File: src/rtl/seq_mult.sv
// Iterative shift-add multiplier: WIDTH x WIDTH -> 2*WIDTH, unsigned or two's complement,
// retiring BPC multiplier bits per cycle. Sign-magnitude internally, negated at the end.
module seq_mult #(
  parameter int WIDTH = 24,
  parameter int BPC   = 1
) (
  input  logic                 clk,
  input  logic                 rstn,
  input  logic                 start,
  input  logic                 signed_mode,
  input  logic [WIDTH-1:0]     num1,
  input  logic [WIDTH-1:0]     num2,
  output logic                 ready,
  output logic                 done,
  output logic [2*WIDTH-1:0]   result
);
  localparam int N  = WIDTH / BPC;
  localparam int PW = 2 * WIDTH;
  localparam int CW = (N > 1) ? $clog2(N) : 1;

  generate
    if (WIDTH < 2 || WIDTH > 64 || !(BPC == 1 || BPC == 2 || BPC == 4) || (WIDTH % BPC) != 0)
      begin : g_bad_params
        $error("seq_mult: illegal WIDTH/BPC combination");
      end
  endgenerate

  typedef enum logic [1:0] {IDLE, RUN, FINISH} state_t;
  state_t state_q, state_d;

  logic [PW-1:0]          mcand_sh, acc, psum;
  logic [WIDTH-1:0]       mplier, mag1, mag2;
  logic [CW-1:0]          cnt;
  logic                   sign;
  logic [BPC-1:0][PW-1:0] pp;

  // Most-negative operand negates to 2^(WIDTH-1), which is the correct unsigned magnitude.
  assign mag1 = (signed_mode && num1[WIDTH-1]) ? -num1 : num1;
  assign mag2 = (signed_mode && num2[WIDTH-1]) ? -num2 : num2;

  // Multiplicand is pre-shifted each cycle, so partial products need only a fixed per-bit shift.
  for (genvar j = 0; j < BPC; j++) begin : g_pp
    assign pp[j] = mplier[j] ? (mcand_sh << j) : '0;
  end

  always_comb begin
    psum = '0;
    for (int j = 0; j < BPC; j++) psum = psum + pp[j];
  end

  assign ready = (state_q == IDLE);

  always_comb begin
    state_d = state_q;
    case (state_q)
      IDLE:    if (start) state_d = RUN;
      RUN:     if (cnt == CW'(N - 1)) state_d = FINISH;
      FINISH:  state_d = IDLE;
      default: state_d = IDLE;
    endcase
  end

  always_ff @(posedge clk or negedge rstn) begin
    if (!rstn) state_q <= IDLE;
    else       state_q <= state_d;
  end

  always_ff @(posedge clk or negedge rstn) begin
    if (!rstn) begin
      mcand_sh <= '0;
      mplier   <= '0;
      acc      <= '0;
      cnt      <= '0;
      sign     <= 1'b0;
      result   <= '0;
      done     <= 1'b0;
    end else begin
      done <= 1'b0;
      case (state_q)
        IDLE: if (start) begin
          mcand_sh <= {{WIDTH{1'b0}}, mag1};
          mplier   <= mag2;
          sign     <= signed_mode & (num1[WIDTH-1] ^ num2[WIDTH-1]);
          acc      <= '0;
          cnt      <= '0;
        end
        RUN: begin
          acc      <= acc + psum;
          mcand_sh <= mcand_sh << BPC;
          mplier   <= mplier >> BPC;
          cnt      <= cnt + CW'(1);
        end
        FINISH: begin
          result <= sign ? -acc : acc;
          done   <= 1'b1;
        end
        default: ;
      endcase
    end
  end
endmodule

File: config.mk
export PLATFORM = sky130hd
export DESIGN_NAME = seq_mult
export DESIGN_NICKNAME = d
export VERILOG_FILES = /design/src/rtl/seq_mult.sv
export SDC_FILE = /design/constraint.sdc
export NUM_CORES = 1
export LEC_CHECK = 0
export BUFFER_PORTS_ARGS = -buffer_cell sky130_fd_sc_hd__buf_4
export CAP_MARGIN = 20
export CORE_ASPECT_RATIO = 0.7
export CORE_MARGIN = 2
export CORE_UTILIZATION = 39
export DETAILED_ROUTE_END_ITERATION = 10
export GPL_TIMING_DRIVEN = 0
export SLEW_MARGIN = 0
export SYNTH_ARGS = -nofsm -noshare
export SYNTH_HDL_FRONTEND = slang
export SYNTH_SLANG_ARGS = --single-unit
File: constraint.sdc
create_clock -name clk -period 4.2 [get_ports clk]
set_input_delay 0.84 -clock clk [delete_from_list [all_inputs] [get_ports clk]]
set_output_delay 0.84 -clock clk [all_outputs]
set_load 0.03 [all_outputs]
# Word-level counts from Yosys, hierarchy flattened
# Cells that the tools add are included.
# op_classes
n_addsub	5
n_shift	0
multipliers	0
n_eq_ne	5
order_cmp	0
div_mod_pow	0
n_mux	16
reduce_logical	7
bitwise_logic	2
# op_table
operator	count
48-bit two-way mux	4
48-bit case mux with 2 select lines	2
24-bit two-way mux	3
48-bit adder	1
24-bit negator	2
48-bit negator	1
24-bit case mux with 2 select lines	1
5-bit case mux with 2 select lines	1
2-bit AND reduction	3
5-bit by 1-bit adder with 5-bit output (second input constant)	1
5-bit equality test (second input constant)	1
5-bit two-way mux	1
2-bit two-way mux	2
2-bit inequality test (second input constant)	2
2-bit case mux with 2 select lines	1
2-bit by 1-bit equality test with 1-bit output (second input constant)	1
2-bit equality test (second input constant)	1
1-bit logical AND	2
2-bit logical NOT	1
2-bit nonzero test	1
1-bit AND	1
1-bit two-way mux	1
1-bit XOR	1
# word_totals
rom_bits	0
ramBits	0
latchBits	0
n_memories	0
register_bits	177

# Longest topological paths before layout
# Gate-level depths: netlist of the first run.
# depth
ltp_word	4
mapped_depth	14

# Least setup slack after synthesis of the first run
# Ideal clock, no wire load.
# synth_path
kind	flip-flop to flip-flop
from	register mplier[0]
to	register acc[44]
arrival_ns	3.118
path_buffers	1
period_less_slack_ns	3.247
setup_slack_ns	0.953
path_stages_with_launch	14
path_cell_list	dfrtp_1 clkbuf_1 and2_1 ha_1 fa_1 a211oi_1 o2111ai_1 a31oi_1 o211ai_1 a311oi_2 o41ai_2 a41oi_1 xor2_1 o21ai_1
# synth_between
elab_chain_len	3
# synth_rtl
item	line	text
start, declared	32	logic [WIDTH-1:0] mplier, mag1, mag2;
start signal, assigned	82	mplier <= mag2;
start signal, assigned	90	mplier <= mplier >> BPC;
48-bit two-way mux	43	assign pp[j] = mplier[j] ? (mcand_sh << j) : '0;
48-bit adder	88	acc <= acc + psum;
48-bit case mux with 2 select lines	79	case (state_q)
end signal, assigned	88	
end, declared	31	logic [PW-1:0] mcand_sh, acc, psum;
# Every way passes these cells.
# A chain may end at the register's enable or synchronous reset.

# Final worst setup path of the first run
# Ends and elaborated chain as after synthesis.

==> flow_summary_export.csv, run 1 <==
group,metric,value,unit
clocking,clockBufferDepth,2,
synthesis,synthFlopType,"dfrtp_1",
place,globalplace.congestion,0.8799,
synthesis,synth_compound_area_share,23.91,%
synthesis,synth_top_cell_area_share,37.89,%
floorplan,io_pins,102,
cells_and_area,fin_nets,1625,
clocking,ctsHoldBuffers,0,
setup_path,cpLargestDelayFamily,"compound AO/OA/AOI/OAI gates",
synthesis,synth_top_family_by_area,"compound AO/OA/AOI/OAI gates",
detailed_routing,vias,10554,
floorplan,die_w,210.9,µm
cells_and_area,mostFrequentLayoutCell,"nand2_1",
detailed_routing,wirelength,34880,µm
floorplan,start_util,40.02,%
power,ir_drop,264.7,µV
detailed_routing,drtPass1Iterations,5,
timing,rsz0062_at_grt,"no",
cells_and_area,fin_util,46.48,%
timing,relSlewSlack,47.86,%
clocking,clock_latency,0.44,ns
detailed_routing,wire_per_inst,18.25,µm
floorplan,core-area,0.02921,mm²
synthesis,syn_inst,1400,
synthesis,syn-num-nets,1504,
timing,finalCriticalPeriod,3.967,ns
global_routing,antenna_found_initial,0,
synthesis,syn-mean-instance-area,8.351,µm²
synthesis,synth-async-reset-ratio,100.0,%
setup_path,start_kind,"flop",
hold_path,hp-class,"input pin to asynchronous set/reset pin",
synthesis,yosys_warnings,0,
synthesis,yosys.area_share.adder,5.629,%
global_routing,overflow,0,
place,portBuffers,101,
clocking,clock_sinks,177,
clocking,cts_root_buf,"clkbuf_16",
timing,fin_skew,0.01559,ns
global_routing,grt_pass1_wl,54830,µm
place,dp_hpwl,27510,µm
synthesis,synth_mux_area_share,0.1712,%
synthesis,ys_seq_area_share,37.89,%
global_routing,grt_pass1_vias,9979,
timing,hold_viol,0,
cells_and_area,diodes,0,
clocking,cts_tree,"done",
cells_and_area,drive_gt1_share,9.915,%
power,p_int,4.894,mW
global_routing,grt_start_max_net_pins,111,
synthesis,synth-edff-count,0,
job,maxCapViolCount,0,
setup_path,crit_fanout,10,
clocking,clk_pin_slew,0.07,ns
power,power_density,668.6,mW/mm²
power,p_comb_share,48.7,%
power,seqPwrFrac,33.6,%
synthesis,synthTopCellsByArea,"dfrtp_1 (38%), o21ai_0 (8.6%), nand2_1 (6.9%), xor2_1 (6.2%), ha_1 (5.5%)",
detailed_routing,drcViolationCount,0,
synthesis,ys_types,63,
synthesis,synth_top_cell_by_area,"dfrtp_1",
clocking,post-cts-setup-buffers,0,
floorplan,rows,52,
floorplan,die_h,148.9,µm
detailed_routing,ant_nets,0,
setup_path,crit_chain,"clkbuf_1 > and2_1 > ha_1 > fa_1 > a211oi_2 > o2111ai_1 > a31oi_2 > o211ai_1 > a311oi_2 > o41ai_4 > a41oi_2 > xor2_1 > o21ai_1",
timing,setup_viol_count_final,0,
cells_and_area,layout_common_cells,"nand2_1 (215), o21ai_0 (202), dfrtp_1 (177), buf_4 (100), xor2_1 (83)",
synthesis,synth_xor_area_share,9.664,%
setup_path,slowest_delay,0.51,ns
cells_and_area,synthToLayoutAreaGrowth,16.15,%
synthesis,ys_ff_latch,177,
power,switchingPower,4.185,mW
timing,max_slew.worst_pin.slew,0.7821,ns
outcome,status,"finished, final reports clean",
setup_path,r2r_cells,13,
setup_path,worst-path-stages,13,
synthesis,synthSimpleGateAreaFrac,19.31,%
setup_path,worstPathRequired,4.50,ns
timing,max_freq,252.1,MHz
power,p_clk_share,17.6,%
setup_path,crit_type,"flop to flop",
setup_path,cp.arrival,4.27,ns
timing,hold_ws,0.3490,ns
power,swShare,46.10,%
detailed_routing,viasPerCell,5.523,
synthesis,netlist_area,0.01169,mm²
timing,slew_violations,0,
floorplan,dieArea,0.03140,mm²
detailed_routing,drtIter0Drc,871,
global_routing,grt_usage,22.55,%
timing,fin_crit_sh,94.46,%
setup_path,crit_slowest_cell,"a311oi_2",
clocking,ctsHtreeMaxLevel,4,
clocking,cts_made_buffers,17,
setup_path,endpoint_kind,"flop",
power,leakagePower,5.761,nW
setup_path,cp_num_buf_inv,1,
cell type report:
| class | count | area, µm² |
|---|---|---|
| Fill cell | 2911 | 15630 |
| Multi-Input combinational cell | 1117 | 6899 |
| Sequential cell | 177 | 4429 |
| Timing Repair Buffer | 102 | 793.3 |
| Clock buffer | 22 | 474.2 |
| Tap cell | 378 | 473.0 |
| Buffer | 81 | 309.0 |
| Clock inverter | 9 | 107.6 |
| Inverter | 25 | 93.84 |
per-stage QoR:
step | setup TNS (ns) | total power [mW] | area (µm²) | setup WS [ns] | std cells
after global routing | 0 | 9.767 | 13580 | 0.03110 | 1911
final | 0 | 9.080 | 13580 | 0.2327 | 1911
after global placement | 0 | 7.338 | 12920 | 0.01963 | 1879
after detailed placement | -0.009911 | 7.414 | 12960 | -0.009911 | 1880
after CTS | 0 | 9.027 | 13550 | 0.03765 | 1911
after floorplan | 0 | 5.987 | 11690 | 0.9529 | 1400
power by group through the flow:
stage	clock, mW	combinational [mW]	sequential (mW)
after global routing	1.69	4.95	3.12
final	1.60	4.43	3.05
after global placement	0	4.31	3.03
after detailed placement	0	4.36	3.05
after floorplan	0	3.11	2.88
after CTS	1.63	4.38	3.02
synth_stat cells (all sizes together) (8+ instances only):
cell type,n
nand2,215
o21ai,210
dfrtp,177
xor2,83
a21oi,79
clkbuf,72
nor2,64
and2,52
ha,51
xnor2,46
a22oi,44
nand3,44
nor3,26
inv,25
a21o,23
o31ai,23
nand4,15
o41ai,15
o21bai,11
or4,10
a211oi,9
buf,9
nand2b,9
nor2b,9
a31oi,8
nor4,8
per-layer routing:
layer	wire (µm)	part of all wire [%]	track usage (%)
met1	18850	54	36.08
met2	13530	39	30.83
met3	2098	6.0	3.663
met4	396	1.1	5.845
met5	0	0	0
cell families (layout without fill, tap and decap cells):
group	after synthesis	after routing
simple gates	475	475
flops	177	177
xor+xnor	129	129
mux	2	2
buf+inv	106	239
compound gates	459	459
fa+ha+maj	52	52
flip-flops by register name (all words and copies together) (netlist names):
name	count
mplier	24
result	48
done	1
cnt	5
sign	1
state_q	2
acc	48
mcand_sh	48
path summary, 6_finish.rpt:
check / start / end / slack, ns
max in group asynchronous: rstn / mcand_sh[2] / 2.89
worst max register to register: mplier[0] / acc[44] / 0.23
worst min register to register: result[34] / result[34] / 0.48
worst max-delay path: mplier[0] / acc[44] / 0.23
worst min-delay path: rstn / result[8] / 0.35
min in group clk: result[34] / result[34] / 0.48
repair_timing:
action | in CTS | in global routing
pin swaps | 0 | 1
endpoints found under the setup margin | 1 | 11
endpoints found under the hold margin | 0 | 0
gates resized for setup | 1 | 7
No activity file was read; power rests on OpenSTA's default activity.
==> run 2, diff against run 1 <==
--- a/config.mk
+++ b/config.mk
@@ -7,7 +7,6 @@
 export LEC_CHECK = 0
 export BUFFER_PORTS_ARGS = -buffer_cell sky130_fd_sc_hd__buf_4
 export CAP_MARGIN = 20
-export CORE_ASPECT_RATIO = 0.7
 export CORE_MARGIN = 2
 export CORE_UTILIZATION = 39
 export DETAILED_ROUTE_END_ITERATION = 10
==> run 2 against run 1 <==
Effect of this change:
- critical path depth is the same
- sequential share of layout area shrank 0.096 points
- global-route usage shrank 1.2 points
- die area is essentially flat
- critical endpoint unchanged
- routed wire length shrank 5.8%
- sequential power shrank 2%
- clock-buffer cell count shrank 5
- combinational power shrank 2%
- non-clock buffer count is the same
==> flow_summary_export.csv, run 2 (synthesis gave the netlist of run 1 again) <==
group,metric,value,unit
power,p_total,9.031,mW
outcome,status,"finished, final reports clean",
timing,fin_crit_sh,94.87,%
clocking,clock_sinks,177,
timing,hold_viol,0,
power,swShare,46.46,%
clocking,clockBufferDepth,2,
setup_path,cp.arrival,4.30,ns
timing,max_freq,251.0,MHz
global_routing,grt_usage,21.33,%
power,power_density,663.1,mW/mm²
clocking,ctsHoldBuffers,0,
detailed_routing,vias,10498,
place,dp_slack,0.02930,ns
cells_and_area,fin_util,46.07,%
setup_path,crit_type,"flop to flop",
cells_and_area,top_regs,"acc (48), mcand_sh (48), result (48)",
clocking,cts_root_buf,"clkbuf_16",
global_routing,grt_pass1_vias,9929,
power,p_clk_share,18.7,%
global_routing,grt_start_max_net_pins,97,
clocking,ctsHtreeMaxLevel,4,
global_routing,antenna_found_initial,0,
setup_path,startpoint,"mplier[0]",
clocking,cts_tree,"done",
clocking,post-cts-setup-buffers,0,
setup_path,r2r_cells,13,
setup_path,slowest_delay,0.50,ns
timing,setup_viol_count_final,0,
timing,fin_setup_tns,0,ns
timing,fin_skew,0.01177,ns
clocking,clk_pin_slew,0.08,ns
power,seqPwrFrac,33.2,%
detailed_routing,wire_per_inst,17.08,µm
job,maxCapViolCount,0,
cells_and_area,synthToLayoutAreaGrowth,16.49,%
cells_and_area,diodes,0,
timing,hold_ws,0.3694,ns
power,p_int,4.835,mW
setup_path,start_kind,"flop",
cells_and_area,fin_cells,1924,
floorplan,rows,63,
detailed_routing,drtIter0Drc,710,
timing,max_slew.worst_pin.slew,0.7501,ns
global_routing,overflow,0,
cells_and_area,drive_gt1_share,10.04,%
place,globalplace.congestion,0.8829,
cells_and_area,layout_common_cells,"nand2_1 (215), o21ai_0 (201), dfrtp_1 (177), buf_4 (100), xor2_1 (83)",
power,leakagePower,5.780,nW
detailed_routing,ant_nets,0,
setup_path,crit_chain,"clkbuf_1 > and2_1 > ha_1 > fa_1 > a211oi_2 > o2111ai_1 > a31oi_2 > o211ai_1 > a311oi_2 > o41ai_4 > a41oi_1 > xor2_1 > o21ai_1",
floorplan,start_util,39.55,%
power,p_comb_share,48.1,%
detailed_routing,drcViolationCount,0,
timing,rsz0062_at_grt,"no",
setup_path,worstPathRequired,4.51,ns
cells_and_area,fin_area,0.01362,mm²
place,dp_hpwl,25720,µm
place,dp.cells,1892,
cells_and_area,fillerInstances,3004,
clocking,cts_made_buffers,17,
setup_path,crit_fanout,10,
clocking,cts_resized,0,
floorplan,die_w,177.1,µm
setup_path,r2r-start,"mplier[0]",
cells_and_area,fin_nets,1625,
cells_and_area,regArea,0.004429,mm²
floorplan,io_pins,102,
detailed_routing,viasPerCell,5.456,
power,ir_drop,344.8,µV
timing,worst_slack,0.2153,ns
timing,slew_violations,0,
clocking,clock_latency,0.45,ns
timing,relSlewSlack,50.00,%
cells_and_area,mostFrequentLayoutCell,"nand2_1",
hold_path,hp-class,"input pin to asynchronous set/reset pin",
cells_and_area,multi_input_area,0.006892,mm²
place,dpl_cell_area,0.01297,mm²
timing,finalCriticalPeriod,3.985,ns
detailed_routing,wirelength,32870,µm
detailed_routing,drtPass1Iterations,5,
floorplan,dieArea,0.03138,mm²
setup_path,crit_slowest_cell,"a311oi_2",
setup_path,endpoint_kind,"flop",
floorplan,core-area,0.02956,mm²
power,switchingPower,4.196,mW
global_routing,grt_pass1_wl,52810,µm
place,portBuffers,101,
floorplan,die_h,177.1,µm
run 2: path summary, 6_finish.rpt:
path                                 to  slack [ns]
max reg2reg                     acc[44]        0.22
min                          result[44]        0.37
min in group clk             result[25]        0.49
min reg2reg                  result[25]        0.49
max                             acc[44]        0.22
max in group asynchronous  mcand_sh[14]        2.92
run 2: worst max-delay path: cells and delay by family (launching register included):
kind | cells | cell delay [ns]
compound gates | 8 | 2.03
xor+xnor | 1 | 0.19
fa+ha+maj | 2 | 0.65
buf+inv | 1 | 0.27
flops | 1 | 0.47
simple gates | 1 | 0.21
run 2: final cells by class:
| class | instances | share of cell area, % |
|---|---|---|
| clock buffers | 17 | 3.124 |
| multi-input cells | 1117 | 50.60 |
| repair buffers | 102 | 5.825 |
| flip-flops and latches | 177 | 32.52 |
| clock inverters | 15 | 1.387 |
| well taps | 390 | 3.583 |
| plain buffers | 81 | 2.269 |
| inverters | 25 | 0.6890 |
run 2: metal layers:
metal	track usage [%]	vias to the layer above	routed length (µm)
li1	-	5241	-
met1	31.66	4972	16630
met2	32.62	254	14320
met3	2.405	31	1417
met4	6.026	0	507
met5	0	-	0
run 2: power by group through the flow:
stage | Sequential (mW) | Combinational (mW) | Clock, mW
2_1_floorplan | 2.88 | 3.11 | 0
6_report | 3.00 | 4.35 | 1.69
3_5_place_dp | 3.01 | 4.30 | 0
4_1_cts | 2.98 | 4.31 | 1.71
3_3_place_gp | 3.00 | 4.25 | 0
5_1_grt | 3.08 | 4.90 | 1.78
